<file path="config.mk">
export PLATFORM = sky130hd
export DESIGN_NAME = interval_timer
export DESIGN_NICKNAME = d
export VERILOG_FILES = /design/src/rtl/interval_timer.sv
export SDC_FILE = /design/constraint.sdc
export NUM_CORES = 1
export LEC_CHECK = 0
export CORE_AREA = 2 2 40 42
export CTS_BUF_LIST = sky130_fd_sc_hd__clkbuf_8 sky130_fd_sc_hd__clkbuf_16
export DETAILED_ROUTE_END_ITERATION = 16
export DIE_AREA = 0 0 42 44
export PLACE_DENSITY_LB_ADDON = 0.15
export SYNTH_ARGS = -nofsm -noshare
export SYNTH_HDL_FRONTEND = slang
export SYNTH_SLANG_ARGS = --single-unit
</file>
<file path="constraint.sdc">
create_clock -name clk -period 2.5 [get_ports clk]
set_input_delay 0.5 -clock clk [delete_from_list [all_inputs] [get_ports clk]]
set_output_delay 0.5 -clock clk [all_outputs]
set_load 0.05 [all_outputs]
</file>
<file path="src/rtl/interval_timer.sv">
// Countdown interval timer driven by an external 1 Hz tick enable, with one-shot/periodic mode.
// Latency: a start is visible on busy/remaining the edge it is accepted; expired follows the terminal tick by one edge.
// Backpressure: none; ticks are consumed or ignored each cycle, and pause only freezes the count.
module interval_timer #(
    parameter int WIDTH = 4
) (
    input  logic             clk,
    input  logic             Reset,
    input  logic             Hz1_enable,
    input  logic [WIDTH-1:0] value,
    input  logic             start_timer,
    input  logic             periodic,
    input  logic             pause,
    input  logic             abort,
    output logic             expired,
    output logic             busy,
    output logic [WIDTH-1:0] remaining,
    output logic             divider_reset
);

    typedef enum logic {
        IDLE = 1'b0,
        RUN  = 1'b1
    } state_t;

    state_t           state_q, state_d;
    logic [WIDTH-1:0] count_q, count_d;
    logic [WIDTH-1:0] reload_q, reload_d;
    logic             mode_q, mode_d;
    logic             start_q, start_d;
    logic             expired_q, expired_d;
    logic             div_rst_q, div_rst_d;

    logic             start_evt;
    logic             tick;
    logic             zero_interval;
    logic             last_tick;

    assign start_evt     = start_timer & ~start_q;
    assign tick          = Hz1_enable & ~pause & (state_q == RUN);
    assign zero_interval = (value == '0);
    assign last_tick     = (count_q == {{(WIDTH-1){1'b0}}, 1'b1});

    always_comb begin
        state_d   = state_q;
        count_d   = count_q;
        reload_d  = reload_q;
        mode_d    = mode_q;
        start_d   = start_timer;
        expired_d = 1'b0;
        div_rst_d = 1'b0;

        if (abort) begin
            state_d = IDLE;
            count_d = '0;
        end else if (start_evt) begin
            div_rst_d = 1'b1;
            if (zero_interval) begin
                // A zero interval expires immediately and never arms a periodic reload.
                expired_d = 1'b1;
                state_d   = IDLE;
                count_d   = '0;
            end else begin
                state_d  = RUN;
                count_d  = value;
                reload_d = value;
                mode_d   = periodic;
            end
        end else if (tick) begin
            if (last_tick) begin
                expired_d = 1'b1;
                if (mode_q) begin
                    count_d = reload_q;
                end else begin
                    count_d = '0;
                    state_d = IDLE;
                end
            end else if (count_q != '0) begin
                count_d = count_q - 1'b1;
            end
        end
    end

    always_ff @(posedge clk) begin
        if (Reset) begin
            state_q   <= IDLE;
            count_q   <= '0;
            reload_q  <= '0;
            mode_q    <= 1'b0;
            start_q   <= 1'b0;
            expired_q <= 1'b0;
            div_rst_q <= 1'b0;
        end else begin
            state_q   <= state_d;
            count_q   <= count_d;
            reload_q  <= reload_d;
            mode_q    <= mode_d;
            start_q   <= start_d;
            expired_q <= expired_d;
            div_rst_q <= div_rst_d;
        end
    end

    assign expired       = expired_q;
    assign busy          = (state_q == RUN);
    assign remaining     = count_q;
    assign divider_reset = div_rst_q;

endmodule

</file>
[Word-level counts from Yosys, hierarchy flattened]
Cells that the tools add are included.
Cells by class
  eq/ne operators: 2
  bitwise operators: 7
  reduce and logical (&&, ||, !) cells: 9
  add/sub/neg operators: 1
  muxes and demuxes: 16
Operators by type and width (number)
  $mux W4: 6
  $mux W1: 10
  $reduce_and A3 Y1: 2
  $eq A4 B1 Y1 const B: 1
  $logic_not A4 Y1: 1
  $not A1 Y1: 4
  $reduce_bool A2 Y1: 2
  $reduce_bool A4 Y1: 1
  $sub A4 B1 Y4 const B: 1
  $and A1 B1 Y1: 3
  $reduce_bool A3 Y1: 1
  $ne A2 B1 Y1 const B: 1
  $reduce_and A2 Y1: 1
  $reduce_or A2 Y1: 1
Word-level totals
  register bits: 13
  output and inout port bits: 7
  word-level logic and storage cells: 42
  input port bits: 11

[Longest topological paths before layout]
  depth after elaboration: 5
  gate-level depth with buffers: 6

[Least setup slack after synthesis]
No wires, ideal clock.
  path type: flip-flop to flip-flop
  start point: reg count_q[0] (netlist: remaining[0])
  end point: reg count_q[0] (netlist: remaining[0])
  period minus slack after synthesis: 1885 ps
  arrival time: 1768 ps
  slack: 615 ps
  setup time: 117 ps
  cell stages (with the launch flop): 6
  path buffers: 0
  cell sequence: dfxtp_1 > inv_1 > ha_1 > a31o_4 > a311o_1 > a22o_1
On the way
  longest elaborated chain between the ends: 5
Ends and longest elaborated chain
  from (decl): line 27  | logic [WIDTH-1:0] count_q, count_d;
  from (signal assigned): line 95  | count_q <= count_d;
  $sub A4 B1 Y4: line 79  | count_d = count_q - 1'b1;
  $mux W4: line 78  | end else if (count_q != '0) begin
  $mux W4: line 70  | if (last_tick) begin
  $mux W4: line 69  | end else if (tick) begin
  $mux W4: line 56  | end else if (start_evt) begin
Several ways; a longest one is shown, not always the timed one. The select of a mux whose other input is x is not followed.
A chain may end at the register's enable or synchronous reset.

[Worst setup path after layout]
  start point: reg count_q[3] (netlist: remaining[3])
  end point: out remaining[3]
RTL lines
  to (decl): line 17  | output logic [WIDTH-1:0] remaining,
No word-level cell between the ends.

==> metrics.yaml <==
routing:
  vias: 571
  routedWlPerCell_um: 12.7
  ant_nets: 0
  via_per_inst: 5.49
  drc: 0
  drt-pass1-iter-count: 4
  wl_um: 1320
  drtIter0Drc: 8
critical_path:
  worstSetupPathType: "reg2out"
  worstPathArrival_ns: 1.53
  path_buf_inv: 1
  cpPeakStageDelay_ns: 0.85
  cp_top_family: "buffers and inverters"
  start_kind: "flop"
  reg2reg_depth: 6
  cp-end-kind: "output port"
  critical_path.cell_chain: "clkdlybuf4s50_1"
  rr_endpoint: "remaining[1]"
  crit_required_ns: 2.00
  crit_slowest_cell: "clkdlybuf4s50_1"
  r2r_slack_ns: 0.82
  reg2reg_from: "remaining[1]"
  crit_path_max_fanout: 6
global_route:
  grt_first_pass_wirelength_um: 2210
  antenna_found_initial: 0
  overflow: 0
  grt_max_degree: 10
  grt_pass1_vias: 529
  grt_usage_pct: 15.9
min_path:
  worstHoldEndpoint: "reload_q[2]"
  hold_class: "reg2reg"
  hold_depth: 2
  worstHoldStart: "reload_q[2]"
pwr:
  power.total_w: 0.000476
  pwr-share-clk_pct: 37.0
  p_int_w: 0.000360
  switchingPower_w: 0.000117
  seq_power_share_pct: 46.8
  peakVddDrop_uv: 370
  pwr-share-comb_pct: 16.2
  leakagePower_nw: 0.314
  swShare_pct: 24.5
  powerDensity_nw_per_um2: 532
finish:
  layout_common_cells: "17 x clkdlybuf4s50_1, 13 x dfxtp_1, 8 x nor2_1"
  final_common_cell: "clkdlybuf4s50_1"
  fill_cells: 129
  diodes: 0
  areaGrowthSynthToFinish_pct: 33.6
  finalNetCount: 103
  drive_above_1_share_pct: 11.4
synth:
  synth_top_area_cell: "dfxtp_1"
  synth_area_leaders: "dfxtp_1 39%, mux2i_1 7.5%, ha_1 5.6%, nor2_1 4.5%, o41ai_1 3.9%"
  synth_area_um2: 671
  syn-num-nets: 83
  ys_seq_area_share_pct: 38.8
  synth_edf_count: 0
  async_reset_ff_share_pct: 0
  synth-main-ff-cell: "dfxtp_1"
  synth_cells: 69
  yosys.area.top_type_share_pct: 38.8
  yosysUniqueCellTypes: 30
  synth-seq-cells: 13
  avgSynthCellArea_um2: 9.72
  ys_warn_count: 0
clock_network:
  insertion_delay_ns: 0.24
  clk_pin_slew_ns: 0.05
  cts-root-buf: "clkbuf_8"
  cts_setup_buffers: 0
  postCtsHoldBufs: 0
  cts_tree: "done"
  cts_resized: 0
  clock-sinks: 13
  ctsHtreeMaxLevel: 1
  clock_path_buffers: 2
  cts_buffers: 3
floorplanning:
  io_pins: 18
  start_util_pct: 47.3
  std_cell_rows: 14
  dieArea_um2: 1850
  die-height_um: 44
  fp.dieW_um: 42
  core_area_um2: 1420
place:
  place_congestion: 0.769
  hpwl_um: 1070
  dpl_worst_slack_ns: 0.535
  port_buffers: 17
timing:
  tightestPinTransition_ns: 0.493
  finalMaxSlewViolations: 0
  rsz0062_at_grt: "no"
  finalHoldViolCount: 0
  fin_skew_ns: 0.00123
  finalSetupViolations: 0
  period_minus_slack_ns: 2.03
  period_share_pct: 81.1
  fin_tns_setup_ns: 0
  slew_headroom_pct: 67.1
  timing.final.ws_setup_ns: 0.473
  fmax_mhz: 493
flow_run:
  drv_cap: 0
run_status:
  status: "finished, final reports clean"
-- how the worst max path moves through the flow --
stage	startpoint	endpoint	slack, ns	depth (start not counted)
after floorplan	remaining[0]	remaining[0]	0.62	5
after global placement	pause	remaining[3]	0.52	5
after detailed placement	start_timer	reload_q[1]	0.53	5
after CTS	remaining[3]	remaining[3]	0.48	1
after global routing	remaining[3]	remaining[3]	0.43	1
final	remaining[3]	remaining[3]	0.47	1
-- flip-flops by register name (all words and copies together) (netlist names) --
name,count
start_q,1
expired,1
remaining,4
mode_q,1
busy,1
divider_reset,1
reload_q,4
-- layer usage --
| metal | up-vias | track usage (%) | share of wire, % | routed length (µm) |
|---|---|---|---|---|
| li1 | 295 | - | - | - |
| met1 | 251 | 22.3 | 49 | 641 |
| met2 | 23 | 23.8 | 44 | 584 |
| met3 | 2 | 2.50 | 6.2 | 81 |
| met4 | 0 | 7.74 | 0.61 | 8 |
| met5 | - | 0 | 0 | 0 |
-- cells by family after synthesis --
kind of cell               count (synthesis)  share of synthesized area [%]
AOI/OAI and AO/OA                         17                           21.1
adders and majority gates                  3                           5.60
buffers and inverters                      5                           3.17
DFF                                       13                           38.8
muxes                                      5                           7.46
and+or+nand+nor                           26                           23.9
-- synth_stat cells (2+ instances only) --
| cell type | number |
|---|---|
| mux2i_1 | 5 |
| dfxtp_1 | 13 |
| a22o_1 | 2 |
| a32oi_1 | 2 |
| inv_1 | 3 |
| o41ai_1 | 3 |
| nand2_1 | 5 |
| buf_2 | 2 |
| a311o_1 | 2 |
| ha_1 | 3 |
| nor2_1 | 8 |
| a21oi_1 | 3 |
-- power groups by stage --
| stage | clock network, W | registers, W | logic (W) |
|---|---|---|---|
| after floorplan | 0 | 0.000239 | 0.0000327 |
| after global placement | 0 | 0.000227 | 0.0000766 |
| after detailed placement | 0 | 0.000227 | 0.0000775 |
| after CTS | 0.000181 | 0.000223 | 0.0000776 |
| after global routing | 0.000193 | 0.000224 | 0.0000834 |
| final | 0.000176 | 0.000223 | 0.0000771 |
-- cell type report --
cell class / count / area, µm² / share of cell area (%)
multi-input cells: 51 / 389 / 43.4
flip-flops and latches: 13 / 260 / 29.1
repair buffers: 17 / 170 / 19.0
clock buffers: 3 / 41.3 / 4.61
well taps: 16 / 20.0 / 2.23
inverters: 3 / 11.3 / 1.26
clock inverters: 1 / 3.75 / 0.419
-- per-stage QoR --
stage	util, %	instance area [µm²]	instances	hold WS [ns]
2_1_floorplan	-	671	69	0.460
3_3_place_gp	60.0	851	100	0.485
3_5_place_dp	60.0	851	100	0.499
4_1_cts	63.1	896	104	0.513
5_1_grt	63.1	896	104	0.554
6_report	63.1	896	104	0.509
Power figures use the tool's default switching activity.
